## src/rtl/lcd_ctrl_p.sv

```systemverilog
// rtl/lcd_ctrl_p.sv - parametrised LCD window controller: byte-stream image load, zoom/fit/shift/flip window streaming
module lcd_ctrl_p #(
    parameter int DW    = 8,
    parameter int IMG_W = 8,
    parameter int IMG_H = 8,
    parameter int WIN   = 4
) (
    input  logic          clk,
    input  logic          reset,
    input  logic [3:0]    cmd,
    input  logic          cmd_valid,
    input  logic [DW-1:0] datain,
    output logic [DW-1:0] dataout,
    output logic          output_valid,
    output logic          busy
);
    localparam int N  = IMG_W * IMG_H;
    localparam int AW = (N > 1) ? $clog2(N) : 1;
    localparam int XW = (IMG_W > 1) ? $clog2(IMG_W) : 1;
    localparam int YW = (IMG_H > 1) ? $clog2(IMG_H) : 1;
    localparam int CW = (WIN > 1) ? $clog2(WIN) : 1;

    localparam logic [XW-1:0] OX_MAX   = XW'(IMG_W - WIN);
    localparam logic [YW-1:0] OY_MAX   = YW'(IMG_H - WIN);
    localparam logic [XW-1:0] OX_CTR   = XW'((IMG_W - WIN) / 2);
    localparam logic [YW-1:0] OY_CTR   = YW'((IMG_H - WIN) / 2);
    localparam logic [CW-1:0] WIN_LAST = CW'(WIN - 1);
    localparam logic [AW-1:0] PIX_LAST = AW'(N - 1);

    typedef enum logic [1:0] {IDLE, RD, UPD, OUT} state_t;

    state_t        state_q, state_d;
    logic          zoom_q, zoom_d;
    logic          flip_h_q, flip_h_d;
    logic          flip_v_q, flip_v_d;
    logic [XW-1:0] ox_q, ox_d;
    logic [YW-1:0] oy_q, oy_d;
    logic [3:0]    cmd_q, cmd_d;
    logic [AW-1:0] ld_q, ld_d;
    logic [CW-1:0] row_q, row_d;
    logic [CW-1:0] col_q, col_d;
    logic [DW-1:0] dout_q, dout_d;
    logic          valid_q, valid_d;

    logic [DW-1:0] img_q [N];
    logic [CW-1:0] rr, cc;
    logic [AW-1:0] rd_addr;
    logic          accept;

    // busy covers the trailing cycle where the last pixel is still on the bus
    assign busy         = (state_q != IDLE) || valid_q;
    assign accept       = cmd_valid && !busy;
    assign dataout      = dout_q;
    assign output_valid = valid_q;

    always_comb begin
        rr = flip_v_q ? (WIN_LAST - row_q) : row_q;
        cc = flip_h_q ? (WIN_LAST - col_q) : col_q;
        if (zoom_q) begin
            rd_addr = (AW'(oy_q) + AW'(rr)) * AW'(IMG_W) + AW'(ox_q) + AW'(cc);
        end else begin
            rd_addr = AW'(rr) * AW'((IMG_H / WIN) * IMG_W) + AW'(cc) * AW'(IMG_W / WIN);
        end
    end

    // Image RAM is deliberately outside the reset domain so contents survive reset
    always_ff @(posedge clk) begin
        if (state_q == RD) begin
            img_q[ld_q] <= datain;
        end
    end

    always_comb begin
        state_d  = state_q;
        zoom_d   = zoom_q;
        flip_h_d = flip_h_q;
        flip_v_d = flip_v_q;
        ox_d     = ox_q;
        oy_d     = oy_q;
        cmd_d    = cmd_q;
        ld_d     = ld_q;
        row_d    = row_q;
        col_d    = col_q;
        dout_d   = dout_q;
        valid_d  = 1'b0;
        case (state_q)
            IDLE: begin
                if (accept) begin
                    cmd_d   = cmd;
                    ld_d    = '0;
                    row_d   = '0;
                    col_d   = '0;
                    state_d = (cmd == 4'd1) ? RD : UPD;
                end
            end
            RD: begin
                ld_d = ld_q + 1'b1;
                if (ld_q == PIX_LAST) begin
                    state_d  = OUT;
                    zoom_d   = 1'b0;
                    ox_d     = OX_CTR;
                    oy_d     = OY_CTR;
                    flip_h_d = 1'b0;
                    flip_v_d = 1'b0;
                end
            end
            UPD: begin
                state_d = OUT;
                case (cmd_q)
                    4'd2: begin
                        if (!zoom_q) begin
                            zoom_d = 1'b1;
                            ox_d   = OX_CTR;
                            oy_d   = OY_CTR;
                        end
                    end
                    4'd3: zoom_d = 1'b0;
                    4'd4: if (zoom_q && ox_q < OX_MAX) ox_d = ox_q + 1'b1;
                    4'd5: if (zoom_q && ox_q != '0) ox_d = ox_q - 1'b1;
                    4'd6: if (zoom_q && oy_q != '0) oy_d = oy_q - 1'b1;
                    4'd7: if (zoom_q && oy_q < OY_MAX) oy_d = oy_q + 1'b1;
                    4'd8: flip_h_d = !flip_h_q;
                    4'd9: flip_v_d = !flip_v_q;
                    default: ;
                endcase
            end
            OUT: begin
                valid_d = 1'b1;
                dout_d  = img_q[rd_addr];
                if (col_q == WIN_LAST) begin
                    col_d = '0;
                    if (row_q == WIN_LAST) begin
                        row_d   = '0;
                        state_d = IDLE;
                    end else begin
                        row_d = row_q + 1'b1;
                    end
                end else begin
                    col_d = col_q + 1'b1;
                end
            end
            default: state_d = IDLE;
        endcase
    end

    always_ff @(posedge clk or negedge reset) begin
        if (!reset) begin
            state_q  <= IDLE;
            zoom_q   <= 1'b0;
            flip_h_q <= 1'b0;
            flip_v_q <= 1'b0;
            ox_q     <= OX_CTR;
            oy_q     <= OY_CTR;
            cmd_q    <= '0;
            ld_q     <= '0;
            row_q    <= '0;
            col_q    <= '0;
            dout_q   <= '0;
            valid_q  <= 1'b0;
        end else begin
            state_q  <= state_d;
            zoom_q   <= zoom_d;
            flip_h_q <= flip_h_d;
            flip_v_q <= flip_v_d;
            ox_q     <= ox_d;
            oy_q     <= oy_d;
            cmd_q    <= cmd_d;
            ld_q     <= ld_d;
            row_q    <= row_d;
            col_q    <= col_d;
            dout_q   <= dout_d;
            valid_q  <= valid_d;
        end
    end
endmodule

```

## config.mk

```make
export PLATFORM = sky130hd
export DESIGN_NAME = lcd_ctrl_p
export DESIGN_NICKNAME = d
export VERILOG_FILES = /design/src/rtl/lcd_ctrl_p.sv
export SDC_FILE = /design/constraint.sdc
export NUM_CORES = 1
export LEC_CHECK = 0
export ABC_AREA = 0
export CELL_PAD_IN_SITES_DETAIL_PLACEMENT = 1
export CELL_PAD_IN_SITES_GLOBAL_PLACEMENT = 1
export CORE_ASPECT_RATIO = 1.1
export CORE_MARGIN = 2
export CORE_UTILIZATION = 57
export DETAILED_ROUTE_END_ITERATION = 8
export GPL_ROUTABILITY_DRIVEN = 0
export GPL_TIMING_DRIVEN = 0
export HOLD_SLACK_MARGIN = 0.06
export PLACE_DENSITY_LB_ADDON = 0.1
export SLEW_MARGIN = 10
export SYNTH_ARGS = -nofsm -noshare
export SYNTH_HDL_FRONTEND = slang
export SYNTH_SLANG_ARGS = --single-unit
```

## constraint.sdc

```tcl
create_clock -name clk -period 6.17 [get_ports clk]
set_input_delay 1.5425 -clock clk [delete_from_list [all_inputs] [get_ports clk]]
set_output_delay 1.5425 -clock clk [all_outputs]
set_load 0.005 [all_outputs]
```

# [Word level (Yosys, flattened, before mapping)]
# Memory sizes are Yosys's and may differ from the RTL's. A register that Yosys moved wholly into a read port is not among the register bits.
# Cells that the tools add are included.
# W data, S select, Z words.
[totals] output_inout_bits=10 ff_bits=26 mem_bits_rw=512 mem_count=1
[op_classes] muxes=37 n_addsub=13 reduce_logical=27 magnitude_cmp=2 n_eq_ne=29
[memory_table] name="img_q" depth=64 word_bits=8 read_ports=1 rd_ports_with_merged_regs=1 wr=1 line="45" rtl="logic [DW-1:0] img_q [N];"
[ops] operator="$mux W2" n=11
[ops] operator="$mux W3" n=6
[ops] operator="$pmux W3 S3" n=2
[ops] operator="$eq A4 B3 Y1 const B" n=4
[ops] operator="$ne A3 B3 Y1 const B" n=5
[ops] operator="$add A6 B3 Y6" n=2
[ops] operator="$mux W6" n=2
[ops] operator="$pmux W3 S2" n=2
[ops] operator="$pmux W6 S2" n=1
[ops] operator="$reduce_and A3 Y1" n=4
[ops] operator="$reduce_and A6 Y1" n=2
[ops] operator="$eq A2 B2 Y1 const B" n=4
[ops] operator="$eq A4 B2 Y1 const B" n=2
[ops] operator="$eq A4 B4 Y1 const B" n=2
[ops] operator="$pmux W1 S2" n=4
[ops] operator="$pmux W2 S2" n=2
[ops] operator="$pmux W2 S4" n=1
[ops] operator="$reduce_bool A2 Y1" n=4
[ops] operator="$add A3 B1 Y3 const B" n=2
[ops] operator="$add A6 B1 Y6 const B" n=1
[ops] operator="$add A6 B2 Y6" n=1
[ops] operator="$eq A6 B6 Y1 const B" n=1
[ops] operator="$lt A3 B3 Y1 const B" n=2
[ops] operator="$mux W1" n=6
[ops] operator="other kinds (18)" n=35

# [Logic depth before layout (Yosys ltp)]
[depth] depth_word=6 mapped_depth=17 ltp_nobuf=11

# [Worst setup path after synthesis]
# No wires, ideal clock.
[synth_timing] path_type="reg2reg" start="reg flip_h_q" end="reg dout_q[6], in the netlist dataout[6] (read register of img_q)" path_buffers=5 setup_ps=134 arrival_time_ps=3569 path_stages_with_launch=15 path_slack_ps=2467 synth_period_minus_slack_ps=3703 path_cell_list="dfrtp_1 -> xnor2_2 -> inv_2 -> buf_2 -> buf_4 -> ha_1 -> fa_1 -> buf_4 -> buf_6 -> buf_4 -> mux4_2 -> a211oi_1 -> a21oi_1 -> o21ai_0 -> a32oi_1"
[synth_via] elab_chain_len=3 elab_cells_between_ends=4 cone_classes="add/sub (2); mux (2)"
[synth_rtl] element="start: declaration" line="34" rtl="logic flip_h_q, flip_h_d;"
[synth_rtl] element="start signal: assignment" line="163" rtl="flip_h_q <= flip_h_d;"
[synth_rtl] element="$mux W2 (*)" line="58" rtl="cc = flip_h_q ? (WIN_LAST - col_q) : col_q;"
[synth_rtl] element="$add A6 B2 Y6 or $add A6 B3 Y6 (tied branches)" line="60, 62"
[synth_rtl] element="$mux W6 (*)" line="59" rtl="if (zoom_q) begin"
[synth_rtl] element="end: declaration" line="42" rtl="logic [DW-1:0] dout_q, dout_d;"
# Every way passes the cells marked *; elsewhere a longest branch is shown, timed or not.
# A chain may end at the register's enable or synchronous reset.

# [Worst setup path after layout]
[layout_timing] start="reg flip_h_q" end="reg dout_q[7], in the netlist dataout[7] (read register of img_q)"
# The elaborated chain is that of the path after synthesis.

==> results.yml <==
timing:
  slew_headroom: 0.0870
  finalClockSkew_ns: 0.0173
  fin_ws_ns: -0.0168
  rsz0062_at_grt: "false"
  fin_crit_ns: 6.19
  fin_crit_sh: 1.00
  hold_viol: 0
  timing.final.max_slew_violations: 0
  setup_viol: 1
  clock.fmax_mhz: 162
  max_slew.worst_pin.slew_ns: 1.37
cts:
  cts_buffers: 56
  cts_tree: "built"
  cts_root_buffer: "clkbuf_16"
  htreeDepth: 2
  clock_sink_count: 546
  post_cts_buffers: 0
  post_cts_resize_count: 0
  hold_buffers: 0
  cts.path.max_buffers: 3
  clk_latency_ns: 0.64
  clkSlewWorstSetupHoldPaths_ns: 0.07
global_route:
  grt_pass1_vias: 17400
  grt_pass1_wl_um: 127000
  grt_max_degree: 41
  overflow: 0
  grt_use_total: 0.431
  antenna_found_initial: 9
cells_and_area:
  finish.utilization: 0.648
  drive_gt1_frac: 0.130
  multi_input_area_um2: 6570
  syn_to_final_growth_pct: 11.9
  final-seq-area_um2: 16200
  n_fill_cell: 3749
  nets: 1791
worst_setup_path:
  critPathLaunchType: "flip-flop"
  path_max_fanout: 10
  required_ns: 6.68
  worst_ep_arrival_time_ns: 6.69
  r2r-start: "flip_h_q$_DFFE_PN0P_"
  end_kind: "flip-flop"
  crit_start: "flip_h_q$_DFFE_PN0P_"
  path_class: "reg -> reg"
detailed_routing:
  vias_per_cell: 7.45
  vias: 17300
  drt_first_pass_iters: 6
  wl_per_cell_um: 38.6
  drtAntennaViolNets: 0
  drcViolationCount: 0
  wl_um: 89700
  initialDrtViolationCount: 2656
yosys:
  synth_compound_area_frac: 0.112
  synthMuxAreaShare: 0.0635
  synthAdderAreaFrac: 0.00931
  synth-seq-cells: 546
  ys_seq_area_frac: 0.694
  synth_flop_cell: "edfxtp_1"
  synthesis.nets: 1700
  async_reset_ff_frac: 0.0623
  yosys.area_share.simple: 0.0914
  synth_xor_xnor_area_share: 0.00439
  syn_avg_cell_area_um2: 14.0
  synth_top_family_by_area: "compound AO/OA/AOI/OAI gates"
  yosys.cell_types.count: 79
  synth-edff-count: 512
  synth_area_um2: 23400
  netlist_instances: 1670
  yosysWarnings: 0
floorplanning:
  fp-row-count: 77
  ios: 25
  fp.dieW_um: 197
  start_util: 0.579
  fp.coreArea_um2: 40400
  chipHeight_um: 216
  die_area_um2: 42700
place:
  pre_cts_ws_ns: 0.327
  dp_hpwl_um: 59400
  io_buffer_count: 24
min_path:
  hp-class: "reg -> reg"
  hold_path_startpoint: "oy_q[1]$_DFFE_PN1P_"
job:
  cap_violations: 0
run_status:
  status: "complete, but fails checks"
  violations: "negative setup slack"
power_and_ir_drop:
  p_per_area_nw_per_um2: 285
  ir_drop_mv: 0.269
  p_leak_uw: 0.00856
  p_total_uw: 7460
==> through the flow <==
step	instance area [um2]	hold slack, ns	std cells	TNS (ns)
2_1_floorplan	23400	0.496	1670	0
3_3_place_gp	24300	0.526	2207	0
3_5_place_dp	24400	0.547	2216	0
4_1_cts	26100	0.558	2322	0
5_1_grt	26200	0.608	2323	0
6_report	26200	0.555	2326	-0.0168
==> report_power, final <==
part / leakage [uW] / switching, uW / internal [uW]
Clock: 0.000859 / 1500 / 1820
Combinational: 0.00264 / 76.4 / 21.0
Sequential: 0.00506 / 1.19 / 4050
==> flip-flops by register name, indices dropped and copies added (netlist names) <==
signal        count
ox_q              3
row_q             2
dataout           8
img_q           512
state_q           2
flip_v_q          1
ld_q              6
col_q             2
zoom_q            1
output_valid      1
cmd_q             4
flip_h_q          1
oy_q              3
==> synth_stat cells (5+ instances only) <==
master / n / area (um2)
xor2_1: 6 / 52.6
nand4_1: 5 / 31.3
buf_4: 14 / 105
dfrtp_1: 32 / 801
mux2i_1: 55 / 551
nand2b_1: 10 / 62.6
o211ai_1: 12 / 90.1
o211a_1: 5 / 50.1
o221ai_1: 32 / 280
o2111ai_1: 6 / 52.6
edfxtp_1: 512 / 15400
inv_1: 13 / 48.8
nand2_1: 206 / 773
clkbuf_1: 35 / 131
a31oi_1: 29 / 181
buf_2: 49 / 245
a311oi_1: 11 / 96.3
and3_1: 9 / 56.3
nor2_1: 145 / 544
a22o_1: 7 / 61.3
a2111oi_0: 6 / 52.6
nor3_1: 20 / 100
mux4_2: 32 / 721
o21ai_1: 11 / 55.1
nand3b_1: 5 / 37.5
and2_1: 6 / 37.5
a211o_1: 5 / 43.8
buf_1: 6 / 22.5
a21oi_1: 71 / 355
o22ai_1: 32 / 200
mux2_2: 16 / 180
a221oi_1: 8 / 70.1
o21ai_0: 71 / 355
nor2b_1: 13 / 81.3
ha_1: 11 / 138
nand3_1: 39 / 195
a211oi_1: 18 / 135
nor4_1: 5 / 31.3
or3_1: 8 / 50.1
a32oi_1: 7 / 61.3
a21o_1: 8 / 60.1
==> cell type report <==
class / count / share of cell area
clock buffers: 74 / 0.0581
inverters: 15 / 0.00215
well taps: 513 / 0.0245
repair buffers: 33 / 0.0146
flip-flops and latches: 546 / 0.620
clock inverters: 32 / 0.00823
multi-input cells: 1002 / 0.251
diodes: 4 / 0.000383
plain buffers: 107 / 0.0206
==> worst max-delay path: stages, from the launching register on <==
cell	delay [ns]
dfrtp_1	0.47
xnor2_2	0.25
inv_2	0.17
buf_2	0.38
buf_4	0.37
ha_1	0.27
a21oi_1	0.13
o2bb2ai_1	0.99
nand3_1	0.77
a2111oi_0	1.28
a311oi_1	0.33
nor3b_1	0.54
nor4_2	0.11
==> worst paths after layout <==
kind / slack (ns) / depth (start not counted) / endpoint
max in group asynchronous: 4.70 / 2 / ox_q[1]$_DFFE_PN1P_
min in group asynchronous: 0.89 / 1 / cmd_q[2]$_DFFE_PN0P_
setup / recovery: -0.02 / 12 / dataout[7]$_DFFE_PN0P_
hold reg to reg: 0.55 / 2 / oy_q[1]$_DFFE_PN1P_
setup reg to reg: -0.02 / 12 / dataout[7]$_DFFE_PN0P_
hold / removal: 0.55 / 2 / oy_q[1]$_DFFE_PN1P_
==> logic make-up (layout without fill, tap and decap cells) <==
| logic type | Yosys count | in the layout |
|---|---|---|
| AO/OA/AOI/OAI | 384 | 384 |
| buffers and inverters | 122 | 261 |
| XOR/XNOR | 10 | 10 |
| adder cells (fa/ha/maj) | 15 | 15 |
| other | 0 | 4 |
| multiplexers | 105 | 105 |
| AND/OR/NAND/NOR | 488 | 488 |
| flip-flops | 546 | 546 |
==> cells in the final DEF (no fill, tap or decap), drive strengths merged, types with 21 or more instances in the layout <==
master,instances
clkbuf,109
mux4,32
buf,90
mux2i,56
nand3,39
clkinv,26
edfxtp,512
a31oi,29
o221ai,34
nor2,146
o21ai,82
nand2,206
o22ai,32
dfrtp,32
nor3,21
a21oi,72
==> metal layers <==
metal	track usage	wire [um]	share of wire
met5	0	14	0.00016
met2	0.640	39600	0.44
met1	0.534	30000	0.33
met4	0.333	8370	0.093
met3	0.127	11800	0.13
Note: power is estimated with default switching activity, not from simulation.
